$ cat config.mk
export PLATFORM = sky130hd
export DESIGN_NAME = lcd_nibble_writer_flat
export DESIGN_NICKNAME = d
export VERILOG_FILES = /design/src/rtl/lcd_pkg.sv /design/src/rtl/lcd_nibble_writer_if.sv /design/src/rtl/lcd_delay_counter.sv /design/src/rtl/lcd_nibble_writer.sv /design/src/flat_wrapper.sv
export SDC_FILE = /design/constraint.sdc
export NUM_CORES = 1
export LEC_CHECK = 0
export BUFFER_PORTS_ARGS = -buffer_cell sky130_fd_sc_hd__buf_2
export CORE_MARGIN = 1
export CORE_UTILIZATION = 25
export CTS_CLUSTER_DIAMETER = 200
export DETAILED_ROUTE_END_ITERATION = 7
export MAX_ROUTING_LAYER = met4
export PLACE_DENSITY = 0.52
export SYNTH_ARGS = -nofsm -noshare
export SYNTH_HDL_FRONTEND = slang
export SYNTH_SLANG_ARGS = --single-unit
$ cat constraint.sdc
create_clock -name clk -period 6 [get_ports clk]
set_input_delay 0.9 -clock clk [delete_from_list [all_inputs] [get_ports clk]]
set_output_delay 0.9 -clock clk [all_outputs]
set_load 0.05 [all_outputs]
$ cat src/rtl/lcd_pkg.sv
// Shared timing defaults, FSM encoding and opcodes for the HD44780 4-bit write path.
// Used by the nibble writer, its delay counter and the init sequencer.
package lcd_pkg;

  localparam int DEF_T_SETUP     = 4;
  localparam int DEF_T_PULSE     = 25;
  localparam int DEF_T_HOLD      = 2;
  localparam int DEF_T_GAP       = 100;
  localparam int DEF_T_EXEC      = 4000;
  localparam int DEF_T_EXEC_LONG = 152000;
  localparam int DEF_CNT_W       = 18;

  localparam logic [7:0] LCD_CLEAR     = 8'h01;
  localparam logic [7:0] LCD_HOME      = 8'h02;
  localparam logic [7:0] LCD_ENTRY     = 8'h06;
  localparam logic [7:0] LCD_DISP_ON   = 8'h0C;
  localparam logic [7:0] LCD_FUNC_4BIT = 8'h28;

  typedef enum logic [3:0] {
    ST_IDLE    = 4'd0,
    ST_SETUP_H = 4'd1,
    ST_PULSE_H = 4'd2,
    ST_HOLD_H  = 4'd3,
    ST_GAP     = 4'd4,
    ST_SETUP_L = 4'd5,
    ST_PULSE_L = 4'd6,
    ST_HOLD_L  = 4'd7,
    ST_EXEC    = 4'd8
  } lcd_state_e;

  // Clear (0x01) and return-home (0x02/0x03, bit 0 is don't-care) need the long wait.
  function automatic logic is_long_wait(input logic [7:0] data, input logic rs,
                                        input logic nibble_only);
    return !rs && (data[7:2] == 6'd0) && !nibble_only;
  endfunction

endpackage

$ cat src/rtl/lcd_nibble_writer_if.sv
// Request handshake into the LCD nibble writer: one byte or lone nibble plus RS.
interface lcd_nibble_writer_if;
  logic       in_valid;
  logic       in_ready;
  logic [7:0] in_data;
  logic       in_rs;
  logic       in_nibble_only;

  modport master (output in_valid, in_data, in_rs, in_nibble_only, input in_ready);
  modport slave  (input in_valid, in_data, in_rs, in_nibble_only, output in_ready);
endinterface

$ cat src/rtl/lcd_delay_counter.sv
// Loadable down-counter with zero flag; holds at zero. Load takes effect on the next edge.
// No handshake: the owner loads N-1 on entering a timed state and leaves when o_zero is seen.
module lcd_delay_counter #(
  parameter int CNT_W = 18
) (
  input  logic             clk,
  input  logic             nrst,
  input  logic             i_load,
  input  logic [CNT_W-1:0] i_value,
  output logic             o_zero
);

  logic [CNT_W-1:0] r_cnt;

  always_ff @(posedge clk or negedge nrst) begin
    if (!nrst) begin
      r_cnt <= '0;
    end else if (i_load) begin
      r_cnt <= i_value;
    end else if (r_cnt != '0) begin
      r_cnt <= r_cnt - 1'b1;
    end
  end

  assign o_zero = (r_cnt == '0);

endmodule

$ cat src/rtl/lcd_nibble_writer.sv
// HD44780 4-bit write engine: setup/pulse/hold per nibble, then a fixed execution wait; done pulses at the end.
// in_ready is high only in IDLE, so a requester holds in_valid until the previous transfer's done cycle.
module lcd_nibble_writer
  import lcd_pkg::*;
#(
  parameter int T_SETUP     = DEF_T_SETUP,
  parameter int T_PULSE     = DEF_T_PULSE,
  parameter int T_HOLD      = DEF_T_HOLD,
  parameter int T_GAP       = DEF_T_GAP,
  parameter int T_EXEC      = DEF_T_EXEC,
  parameter int T_EXEC_LONG = DEF_T_EXEC_LONG,
  parameter int CNT_W       = DEF_CNT_W
) (
  input  logic               clk,
  input  logic               nrst,
  lcd_nibble_writer_if.slave bus,
  output logic               done,
  output logic [3:0]         DB,
  output logic               RS,
  output logic               RW,
  output logic               E
);

  localparam logic [CNT_W-1:0] L_SETUP     = CNT_W'(T_SETUP - 1);
  localparam logic [CNT_W-1:0] L_PULSE     = CNT_W'(T_PULSE - 1);
  localparam logic [CNT_W-1:0] L_HOLD      = CNT_W'(T_HOLD - 1);
  localparam logic [CNT_W-1:0] L_GAP       = CNT_W'(T_GAP - 1);
  localparam logic [CNT_W-1:0] L_EXEC      = CNT_W'(T_EXEC - 1);
  localparam logic [CNT_W-1:0] L_EXEC_LONG = CNT_W'(T_EXEC_LONG - 1);

  lcd_state_e       r_state;
  lcd_state_e       w_state_nxt;
  logic             w_accept;
  logic             w_load;
  logic             w_zero;
  logic [CNT_W-1:0] w_load_val;
  logic [CNT_W-1:0] w_exec_val;

  logic [3:0] r_lo;
  logic       r_nib;
  logic       r_long;
  logic [3:0] r_db;
  logic       r_rs;
  logic       r_rw;
  logic       r_e;
  logic       r_done;

  assign bus.in_ready = (r_state == ST_IDLE);
  assign w_accept     = bus.in_valid && (r_state == ST_IDLE);
  assign w_exec_val   = r_long ? L_EXEC_LONG : L_EXEC;

  lcd_delay_counter #(.CNT_W(CNT_W)) u_dly (
    .clk     (clk),
    .nrst    (nrst),
    .i_load  (w_load),
    .i_value (w_load_val),
    .o_zero  (w_zero)
  );

  always_ff @(posedge clk or negedge nrst) begin
    if (!nrst) begin
      r_state <= ST_IDLE;
    end else begin
      r_state <= w_state_nxt;
    end
  end

  // Every transition into a timed state loads that state's length minus one.
  always_comb begin
    w_state_nxt = r_state;
    w_load      = 1'b0;
    w_load_val  = '0;
    case (r_state)
      ST_IDLE:    if (w_accept) begin w_state_nxt = ST_SETUP_H; w_load = 1'b1; w_load_val = L_SETUP; end
      ST_SETUP_H: if (w_zero)   begin w_state_nxt = ST_PULSE_H; w_load = 1'b1; w_load_val = L_PULSE; end
      ST_PULSE_H: if (w_zero)   begin w_state_nxt = ST_HOLD_H;  w_load = 1'b1; w_load_val = L_HOLD;  end
      ST_HOLD_H: begin
        if (w_zero) begin
          w_load = 1'b1;
          if (r_nib) begin
            w_state_nxt = ST_EXEC;
            w_load_val  = w_exec_val;
          end else begin
            w_state_nxt = ST_GAP;
            w_load_val  = L_GAP;
          end
        end
      end
      ST_GAP:     if (w_zero)   begin w_state_nxt = ST_SETUP_L; w_load = 1'b1; w_load_val = L_SETUP;    end
      ST_SETUP_L: if (w_zero)   begin w_state_nxt = ST_PULSE_L; w_load = 1'b1; w_load_val = L_PULSE;    end
      ST_PULSE_L: if (w_zero)   begin w_state_nxt = ST_HOLD_L;  w_load = 1'b1; w_load_val = L_HOLD;     end
      ST_HOLD_L:  if (w_zero)   begin w_state_nxt = ST_EXEC;    w_load = 1'b1; w_load_val = w_exec_val; end
      ST_EXEC:    if (w_zero)   begin w_state_nxt = ST_IDLE; end
      default:    w_state_nxt = ST_IDLE;
    endcase
  end

  // Pins are decoded from the next state so they switch on the same edge the state does.
  always_ff @(posedge clk or negedge nrst) begin
    if (!nrst) begin
      r_lo   <= '0;
      r_nib  <= 1'b0;
      r_long <= 1'b0;
      r_db   <= '0;
      r_rs   <= 1'b0;
      r_rw   <= 1'b0;
      r_e    <= 1'b0;
      r_done <= 1'b0;
    end else begin
      r_rw   <= 1'b0;
      r_e    <= (w_state_nxt == ST_PULSE_H) || (w_state_nxt == ST_PULSE_L);
      r_done <= (r_state == ST_EXEC) && (w_state_nxt == ST_IDLE);
      if (w_accept) begin
        r_lo   <= bus.in_data[3:0];
        r_nib  <= bus.in_nibble_only;
        r_long <= is_long_wait(bus.in_data, bus.in_rs, bus.in_nibble_only);
        r_db   <= bus.in_data[7:4];
        r_rs   <= bus.in_rs;
      end else if ((r_state == ST_GAP) && (w_state_nxt == ST_SETUP_L)) begin
        r_db <= r_lo;
      end
    end
  end

  assign DB   = r_db;
  assign RS   = r_rs;
  assign RW   = r_rw;
  assign E    = r_e;
  assign done = r_done;

endmodule
$ cat src/flat_wrapper.sv
// flat-port wrapper written by rule: the top's interface ports become plain ports
module lcd_nibble_writer_flat import lcd_pkg::*;
#(
  parameter int T_SETUP     = DEF_T_SETUP,
  parameter int T_PULSE     = DEF_T_PULSE,
  parameter int T_HOLD      = DEF_T_HOLD,
  parameter int T_GAP       = DEF_T_GAP,
  parameter int T_EXEC      = DEF_T_EXEC,
  parameter int T_EXEC_LONG = DEF_T_EXEC_LONG,
  parameter int CNT_W       = DEF_CNT_W
)
  (clk, nrst, done, DB, RS, RW, E, bus_in_valid, bus_in_data, bus_in_rs, bus_in_nibble_only, bus_in_ready);
  lcd_nibble_writer_if bus_i ();
  input  logic clk;
  input  logic nrst;
  output logic done;
  output logic [3:0] DB;
  output logic RS;
  output logic RW;
  output logic E;
  input wire logic [$bits(bus_i.in_valid)-1:0] bus_in_valid;
  input wire logic [$bits(bus_i.in_data)-1:0] bus_in_data;
  input wire logic [$bits(bus_i.in_rs)-1:0] bus_in_rs;
  input wire logic [$bits(bus_i.in_nibble_only)-1:0] bus_in_nibble_only;
  output wire logic [$bits(bus_i.in_ready)-1:0] bus_in_ready;
  assign bus_i.in_valid = bus_in_valid;
  assign bus_i.in_data = bus_in_data;
  assign bus_i.in_rs = bus_in_rs;
  assign bus_i.in_nibble_only = bus_in_nibble_only;
  assign bus_in_ready = bus_i.in_ready;
  lcd_nibble_writer #(.T_SETUP(T_SETUP), .T_PULSE(T_PULSE), .T_HOLD(T_HOLD), .T_GAP(T_GAP), .T_EXEC(T_EXEC), .T_EXEC_LONG(T_EXEC_LONG), .CNT_W(CNT_W)) u_core (.clk(clk), .nrst(nrst), .bus(bus_i), .done(done), .DB(DB), .RS(RS), .RW(RW), .E(E));
endmodule
# --- After elaboration in Yosys (flattened, before gate mapping) ---
# Index checks and enable logic that the tools add are counted.
op_classes:
  n_addsub: 1
  n_eq_ne: 11
  n_reduce_logical: 18
  muxes: 27
op_table:
  columns: ["cell", "count"]
  rows:
  - ["2-to-1 mux 18 bit", 6]
  - ["case mux 18 bit (6 select lines)", 1]
  - ["2-to-1 mux 4 bit", 12]
  - ["case mux 4 bit (9 select lines)", 1]
  - ["== test 4 x 3 -> 1 bit, second input constant", 6]
  - ["logical NOT 18 bit", 1]
  - ["nonzero test 18 bit", 1]
  - ["subtractor 18 x 1 -> 18 bit, second input constant", 1]
  - ["== test 4 x 2 -> 1 bit, second input constant", 3]
  - ["logical NOT 4 bit", 2]
  - ["OR reduction 7 bit", 1]
  - ["logical NOT 6 bit", 1]
  - ["logical AND 1 bit", 5]
  - ["2-to-1 mux 5 bit", 1]
  - ["== test 4 x 1 -> 1 bit, second input constant", 1]
  - ["== test 4 bit, second input constant", 1]
  - ["2-to-1 mux 2 bit", 2]
  - ["nonzero test 2 bit", 2]
  - ["OR reduction 2 bit", 2]
  - ["2-to-1 mux 1 bit", 3]
  - ["logical NOT 1 bit", 2]
  - ["case mux 1 bit (2 select lines)", 1]
  - ["logical OR 1 bit", 1]
word_totals:
  output_inout_bits: 9
  ff_bits: 35
  wordCells: 66

# --- Logic depth before layout (Yosys ltp) ---
# Gate-level depths: netlist of the first run.
depth:
  ltp_word: 8
  mapped_depth: 9
  depth_no_buf: 7

# --- Hierarchy ---
# A second synthesis of the first run with hierarchy kept.
unflattened:
  hier_cells: 213
  area_unflattened_um2: 2016.9
by_module_without_submodules:
  columns: ["module", "area_per_inst_um2", "n_inst", "cells_per_inst"]
  rows:
  - ["lcd_delay_counter", 1141.1, 1, 127]
  - ["lcd_nibble_writer", 875.8, 1, 86]

# --- Worst setup path after synthesis of the first run ---
# No wires, ideal clock.
synth_path:
  kind: "register to output"
  from: "register u_core.r_state[1]"
  to: "output port bus_in_ready"
  required_time_ns: 5.100
  t_arrival_ns: 1.580
  stages_incl_launch_ff: 4
  setup_slack_ns: 3.520
  cell_sequence: "dfrtp_1 clkbuf_1 or3_1 nor2_1"
synth_via:
  elab_chain_cells: 1
synth_lines:
  columns: ["item", "line_no", "source"]
  rows:
  - ["from (decl)", "lcd_nibble_writer.sv:31", "lcd_state_e r_state;"]
  - ["from (signal assigned)", "lcd_nibble_writer.sv:64", "r_state <= w_state_nxt;"]
  - ["logical NOT 4 bit", "lcd_nibble_writer.sv:48", "assign bus.in_ready = (r_state == ST_IDLE);"]
  - ["to (decl)", "flat_wrapper.sv:25", "output wire logic [$bits(bus_i.in_ready)-1:0] bus_in_ready;"]
# No other way between the ends.

# --- Final worst setup path of the first run ---
layout_path:
  from: "register u_core.u_dly.r_cnt[2]"
  to: "register u_core.u_dly.r_cnt[0]"
layout_via:
  elab_chain_cells: 4
layout_lines:
  columns: ["item", "line_no", "source"]
  rows:
  - ["from (decl)", "lcd_delay_counter.sv:13", "logic [CNT_W-1:0] r_cnt;"]
  - ["from (signal assigned)", "lcd_delay_counter.sv:19", "r_cnt <= i_value;"]
  - ["from (signal assigned)", "lcd_delay_counter.sv:21", "r_cnt <= r_cnt - 1'b1;"]
  - ["logical NOT 18 bit", "lcd_delay_counter.sv:25", "assign o_zero = (r_cnt == '0);"]
  - ["2-to-1 mux 18 bit (tied with other cells)", "lcd_nibble_writer.sv:92", "ST_HOLD_L: if (w_zero) begin w_state_nxt = ST_EXEC; w_load = 1'b1; w_load_val = w_exec_val; end"]
  - ["case mux 18 bit (6 select lines) or case mux 1 bit (2 select lines) (tied branches)", "lcd_nibble_writer.sv:73", "case (r_state)"]
  - ["2-to-1 mux 18 bit or nonzero test 2 bit (tied branches)", null, null]
# Parallel ways exist; a longest one is shown, timed or not.
# A chain may end at the register's enable or synchronous reset.

==> qor.yml, run 1 <==
drt_wl_total_mm: 4.66
rsz0062_at_grt: "no"
grt_pass1_wl_mm: 7.94
num_vias: 1626
syn_to_final_growth_pct: 13.0
die_h_um: 90.4
cpPeakStageDelay_ps: 820
hold_path_class: "flop to flop"
r2r_end: "u_core.u_dly.r_cnt[0]$_DFFE_PN0P_"
synthesis.area_um2: 1950
crit_chain: "or3_1 > or2_1 > o41ai_2 > o22ai_1 > a21oi_1"
clkLatencyLatePin_ps: 290
reg2regPathDepth: 5
synthArstFlopShare: 1.00
ys_seq_elements: 35
post-route-worst-setup-slack_ps: 3320
yosys.area.top_type: "dfrtp_1"
syn_nets: 220
worst_slew_pin_slew_ps: 825
antenna_found_initial: 0
max-cap-violations: 0
antennaDiodeCount: 0
fin_crit_sh: 0.446
peakVddDrop_mv: 0.150
grt_overflow: 0
htreeDepth: 2
grt_usage: 0.126
viasPerCell: 5.05
p_per_area_nw_per_um2: 218
rrSetupSlack_ps: 3320
cts_setup_buffers: 0
synth.avg_cell_area_um2: 9.49
grt_max_degree: 36
min_to: "u_core.r_lo[0]$_DFFE_PN0P_"
portBuffers: 20
die_w_um: 90.4
slowest_stage: "o41ai_2"
first_global_vias: 1544
pin_count: 22
fin_tns_setup_ps: 0
dieArea_um2: 8170
preCtsSetupSlack_ps: 3390
path_clk_slew_ps: 70
hpwl_mm: 3.31
final_max_slew_viol_count: 0
relSlewSlack: 0.444
synth-seq-area-share: 0.448
synth_area_leaders: "dfrtp_1, a21oi_1, nor2_1"
cts_buffers: 5
rows: 31
yosys.area.top_type_share: 0.448
dr.pass1.iters: 4
avgRoutedWirePerCell_um: 14.5
fmax_ghz: 0.374
clockBufferDepth: 2
routabilityCongestion: 0.771
synth_edf_count: 0
nets: 236
endpoint_kind: "flop"
synth_cells: 206
clkSinkCount: 35
critPathBufInv: 0
min-delay-start: "u_core.r_lo[0]$_DFFE_PN0P_"
worstHoldPathCells: 1
cp.required_ps: 6210
cts_tree: "yes"
dr.first_iter.drc_count: 95
utilization: 0.298
cts-root-buf: "clkbuf_8"
post_route_cells_drive_above_1_share: 0.202
core_area_um2: 7410
cts_hold_buf: 0
cp-start-kind: "flop"
ys_warn_count: 0
ant_nets: 0
power_leakage_nw: 0.844
synth_cell_types: 49
start_util: 0.264
path_delay_family: "compound AO/OA/AOI/OAI gates"
post_cts_resized: 0
hold_viol_final: 0
arrival_ps: 2890
r2r_start: "u_core.u_dly.r_cnt[2]$_DFFE_PN0P_"
final.min_clock_period_ps: 2680
status: "finished, final reports clean"
remaining_drc_errors: 0
path_max_fanout: 15
clock_skew_ps: 9.62
synth_ff_type: "dfrtp_1"
worstSetupPathType: "flop to flop"
setup_violations: 0
==> flip-flops by register name, summed over array words and instances, names as in the netlist <==
name and flops:
u_core.r_state 4, u_core.RS 1, u_core.u_dly.r_cnt 18, u_core.r_long 1, u_core.E 1, u_core.done 1, u_core.DB 4, u_core.r_nib 1
u_core.r_lo 4
==> per-stage QoR <==
stage          hold slack, ps  cell area [um^2]  power (mW)  instances
2_1_floorplan             479              1950       0.298        206
3_3_place_gp              491              2120       0.315        314
3_5_place_dp              495              2120       0.315        314
4_1_cts                   516              2210       0.485        322
5_1_grt                   535              2210       0.504        322
6_report                  512              2210       0.481        322
==> power by group <==
group / switching, mW / total (mW) / leakage, nW / internal (mW)
Sequential: 0.0177 / 0.268 / 0.411 / 0.250
Combinational: 0.0216 / 0.0433 / 0.392 / 0.0216
Clock: 0.0889 / 0.170 / 0.0412 / 0.0812
==> final cells by class <==
| class | count | area (um^2) |
|---|---|---|
| flip-flops and latches | 35 | 876 |
| clock inverters | 2 | 12.5 |
| repair buffers | 20 | 100 |
| clock buffers | 6 | 72.6 |
| inverters | 4 | 15.0 |
| multi-input cells | 156 | 1010 |
| well taps | 99 | 124 |
| fillers | 775 | 5200 |
==> layer usage <==
layer | global-route usage | routed length [um] | vias up
met4 | 0.0470 | 72 | 0
met2 | 0.193 | 2110 | 52
li1 | - | - | 777
met1 | 0.167 | 2280 | 790
met5 | - | 0 | -
met3 | 0.0227 | 194 | 7
==> synth_stat cells (all sizes together) (4+ instances only) <==
cell type,n
nand2,16
or3,7
nor2,20
inv,4
a21oi,21
buf,4
nor3,9
mux2,6
xor2,5
clkbuf,7
xnor2,5
nor4,10
or2,4
o21ai,10
dfrtp,35
mux2i,5
==> logic make-up after synthesis <==
| kind of cell | Yosys count | share of synthesized area |
|---|---|---|
| AND/OR/NAND/NOR | 83 | 0.234 |
| multiplexers | 11 | 0.0602 |
| flip-flops | 35 | 0.448 |
| AO/OA/AOI/OAI | 50 | 0.169 |
| XOR/XNOR | 10 | 0.0448 |
| other | 1 | 0.00192 |
| adder cells (fa/ha/maj) | 1 | 0.00640 |
| buffers and inverters | 15 | 0.0359 |
==> layout by cell type, fill, tap and decap left out, types with 3 or more instances in the layout <==
| master | synthesis | final |
|---|---|---|
| clkbuf_8 | 0 | 5 |
| o21ai_0 | 10 | 10 |
| a21oi_1 | 21 | 21 |
| xnor2_1 | 5 | 5 |
| nor3_1 | 9 | 9 |
| a31oi_1 | 3 | 3 |
| nand2b_1 | 3 | 3 |
| nor4_1 | 9 | 9 |
| mux2_2 | 6 | 6 |
| inv_1 | 4 | 4 |
| nor2_1 | 19 | 19 |
| o31ai_1 | 3 | 3 |
| nand3_1 | 3 | 3 |
| dfrtp_1 | 35 | 35 |
| nand2_1 | 16 | 16 |
| xor2_1 | 5 | 5 |
| mux2i_1 | 5 | 5 |
| buf_2 | 2 | 20 |
| or3_1 | 6 | 6 |
==> worst max-delay path by stage <==
stage	from	end	slack, ps	depth (start not counted)
after floorplan	u_core.r_state[1]$_DFF_PN0_	bus_in_ready	3520	3
after global placement	bus_in_valid	u_core.u_dly.r_cnt[17]$_DFFE_PN0P_	3370	6
after detailed placement	bus_in_valid	u_core.u_dly.r_cnt[17]$_DFFE_PN0P_	3390	6
after CTS	u_core.u_dly.r_cnt[2]$_DFFE_PN0P_	u_core.u_dly.r_cnt[0]$_DFFE_PN0P_	3350	5
after global routing	u_core.u_dly.r_cnt[11]$_DFFE_PN0P_	u_core.u_dly.r_cnt[0]$_DFFE_PN0P_	3090	5
final	u_core.u_dly.r_cnt[2]$_DFFE_PN0P_	u_core.u_dly.r_cnt[0]$_DFFE_PN0P_	3320	5
Note: power is estimated with default switching activity, not from simulation.
==> run 2, diff against run 1 <==
Settings changed: PLACE_DENSITY 0.52 to 0.53.
Clock period 6 ns to 2.4 ns, I/O delays scaled along.
==> run 2 against run 1 <==
Sequential power rose by 150%. Setup slack got worse by 3200 ps. First-iteration DRC count decreased by 15%. Clock power grew to 3.3 times the previous value. Flip-flop and latch count unchanged. Via count increased by 0.31%. Sequential share of layout area is 2.5 points lower. Core utilization up 2.0 points. Critical endpoint is now u_core.u_dly.r_cnt[13]$_DFFE_PN0P_.
==> qor.yml, run 2 (synthesis results as in run 1) <==
status: "finished, final reports clean"
final_max_slew_viol_count: 0  # unchanged
path_max_fanout: 6  # -9
clkSinkCount: 35  # unchanged
grt.busiest_layer: "met2"
htreeDepth: 2  # unchanged
grt_overflow: 0  # unchanged
power_leakage_nw: 0.940  # +11%
fmax_ghz: 0.447  # +20%
power_frac_comb: 0.083  # -0.007
path_clk_slew_ps: 80  # about the same
cts_buffers: 5  # unchanged
clkLatencyLatePin_ps: 290  # about the same
slowest_stage: "or4_4"
antenna_found_initial: 0  # unchanged
grt_max_degree: 36  # unchanged
max-cap-violations: 0  # unchanged
use_met1: 0.175  # +0.00809
hold_path_class: "primary input to async pin"
peakVddDrop_mv: 0.278  # +85%
viasPerCell: 4.84  # -4.2%
fillers: 766  # -1.2%
syn_to_final_growth_pct: 20.7
internal_power_mw: 1.02  # +190%
critPathBufInv: 0  # unchanged
routabilityCongestion: 0.748  # -3.0%
p_seq_frac: 0.498  # -0.058
worst_slew_pin_slew_ps: 801  # -23.9 ps
remaining_drc_errors: 0  # unchanged
rows: 31  # unchanged
nets: 251  # +6.4%
drt_wl_total_mm: 4.65  # -0.19%
dr.first_iter.drc_count: 81  # -15%
p_sw_mw: 0.326  # +150%
antennaDiodeCount: 0  # unchanged
start_util: 0.264  # unchanged
dr.pass1.iters: 4  # unchanged
die_w_um: 90.4  # unchanged
cts_tree: "yes"
ant_nets: 0  # unchanged
endpoint_kind: "flop"
fin_crit_sh: 0.932  # +0.486
clockPowerShare: 0.419  # +0.065
relSlewSlack: 0.466  # +0.0219
first_global_vias: 1605  # +4.0%
crit_chain: "or4_4 > or4_4 > a2111oi_4 > xnor2_1 > nor2_2"
top_register: "u_core.u_dly.r_cnt"
path_delay_family: "simple AND/OR/NAND/NOR gates"
cp.required_ps: 2580  # -3630 ps
pin_count: 22  # unchanged
clockBufferDepth: 2  # unchanged
grt_usage: 0.129  # +0.00219
seqCellArea_um2: 876  # unchanged
hpwl_mm: 3.39  # +2.5%
switching_share: 0.243  # -0.0237
final_common_cell: "dfrtp_1"
multi_input_area_um2: 1010  # +0.62%
cts-root-buf: "clkbuf_8"
post_route_cells_drive_above_1_share: 0.265  # +0.0629
setup_violations: 0  # unchanged
p_per_area_nw_per_um2: 569  # +160%
arrival_ps: 2420  # -470 ps
core_area_um2: 7410  # unchanged
utilization: 0.319  # +0.0204
rsz0062_at_grt: "no"
final.min_clock_period_ps: 2240  # -441 ps
fin_tns_setup_ps: 0  # unchanged
die_h_um: 90.4  # unchanged
avgRoutedWirePerCell_um: 13.8  # -4.6%
cpPeakStageDelay_ps: 580  # -240 ps
largest_reg_flops: 18  # unchanged
num_vias: 1631  # +0.31%
cp-start-kind: "flop"
layout_common_cells: "dfrtp_1, a21oi_1, buf_2"
hold_viol_final: 0  # unchanged
cts_setup_buffers: 0  # unchanged
worstSetupPathType: "flop to flop"
dieArea_um2: 8170  # unchanged
grtUsageMet3: 0.0278  # +0.00505
clock_skew_ps: 8.43  # -1.19 ps
portBuffers: 20  # unchanged
grt_pass1_wl_mm: 8.07  # +1.7%
crit_path_frequent_cell: "or4_4"
grtUsageMet2: 0.188  # -0.00509
[run 2: power groups by stage]
stage	logic [mW]	registers [mW]	clock network (mW)
after floorplan	0.0768	0.668	0
after global placement	0.110	0.676	0
after detailed placement	0.110	0.679	0
after CTS	0.112	0.667	0.575
after global routing	0.128	0.675	0.613
final	0.111	0.669	0.563
[run 2: stage by stage]
step                instance area (um^2)  hold slack (ps)  power [mW]  worst slack (ps)  instances
floorplan                           1950             64.4       0.745               163        206
global placement                    2240              493       0.785               110        329
detailed placement                  2240              496       0.788              91.5        329
CTS                                 2350              176        1.35              72.3        337
global route                        2360              199        1.42              15.3        337
finish                              2360              153        1.34               164        337
[run 2: layout make-up]
type                       count  share of cell area
multi-input combinational    156               0.430
clock inverter                 2              0.0148
timing repair buffer          35              0.0901
inverter                       4             0.00636
tap                           99              0.0525
clock buffer                   6              0.0350
sequential                    35               0.371
[run 2: path summary, 6_finish.rpt]
path | start | to | slack [ps] | cells past startpoint
setup / recovery | u_core.u_dly.r_cnt[8]$_DFFE_PN0P_ | u_core.u_dly.r_cnt[13]$_DFFE_PN0P_ | 160 | 5
hold / removal | nrst | u_core.RS$_DFFE_PN0P_ | 150 | 1
setup reg to reg | u_core.u_dly.r_cnt[8]$_DFFE_PN0P_ | u_core.u_dly.r_cnt[13]$_DFFE_PN0P_ | 160 | 5
hold reg to reg | u_core.r_lo[2]$_DFFE_PN0P_ | u_core.r_lo[2]$_DFFE_PN0P_ | 510 | 1
max in group asynchronous | nrst | u_core.u_dly.r_cnt[17]$_DFFE_PN0P_ | 1740 | 1
min in group clk | bus_in_data[0] | u_core.r_lo[0]$_DFFE_PN0P_ | 300 | 2
[run 2: worst register-to-register path: cells and delay by family (launching register included)]
| family | cells | cell delay (ps) |
|---|---|---|
| and+or+nand+nor | 3 | 1180 |
| DFF | 1 | 430 |
| AOI/OAI and AO/OA | 1 | 340 |
| xor gates and xnor gates | 1 | 170 |
[run 2: repair_timing]
item                                    4_1_cts  5_1_grt
resized for setup                             0        2
endpoints found under the setup margin        0        6
hold buffers                                  0        0
[run 2: per-layer routing]
metal	vias to the layer above	part of all wire	wire, um
met2	37	0.44	2050
met3	8	0.038	177
met1	778	0.51	2360
li1	808	-	-
met4	0	0.016	73
met5	-	0	0
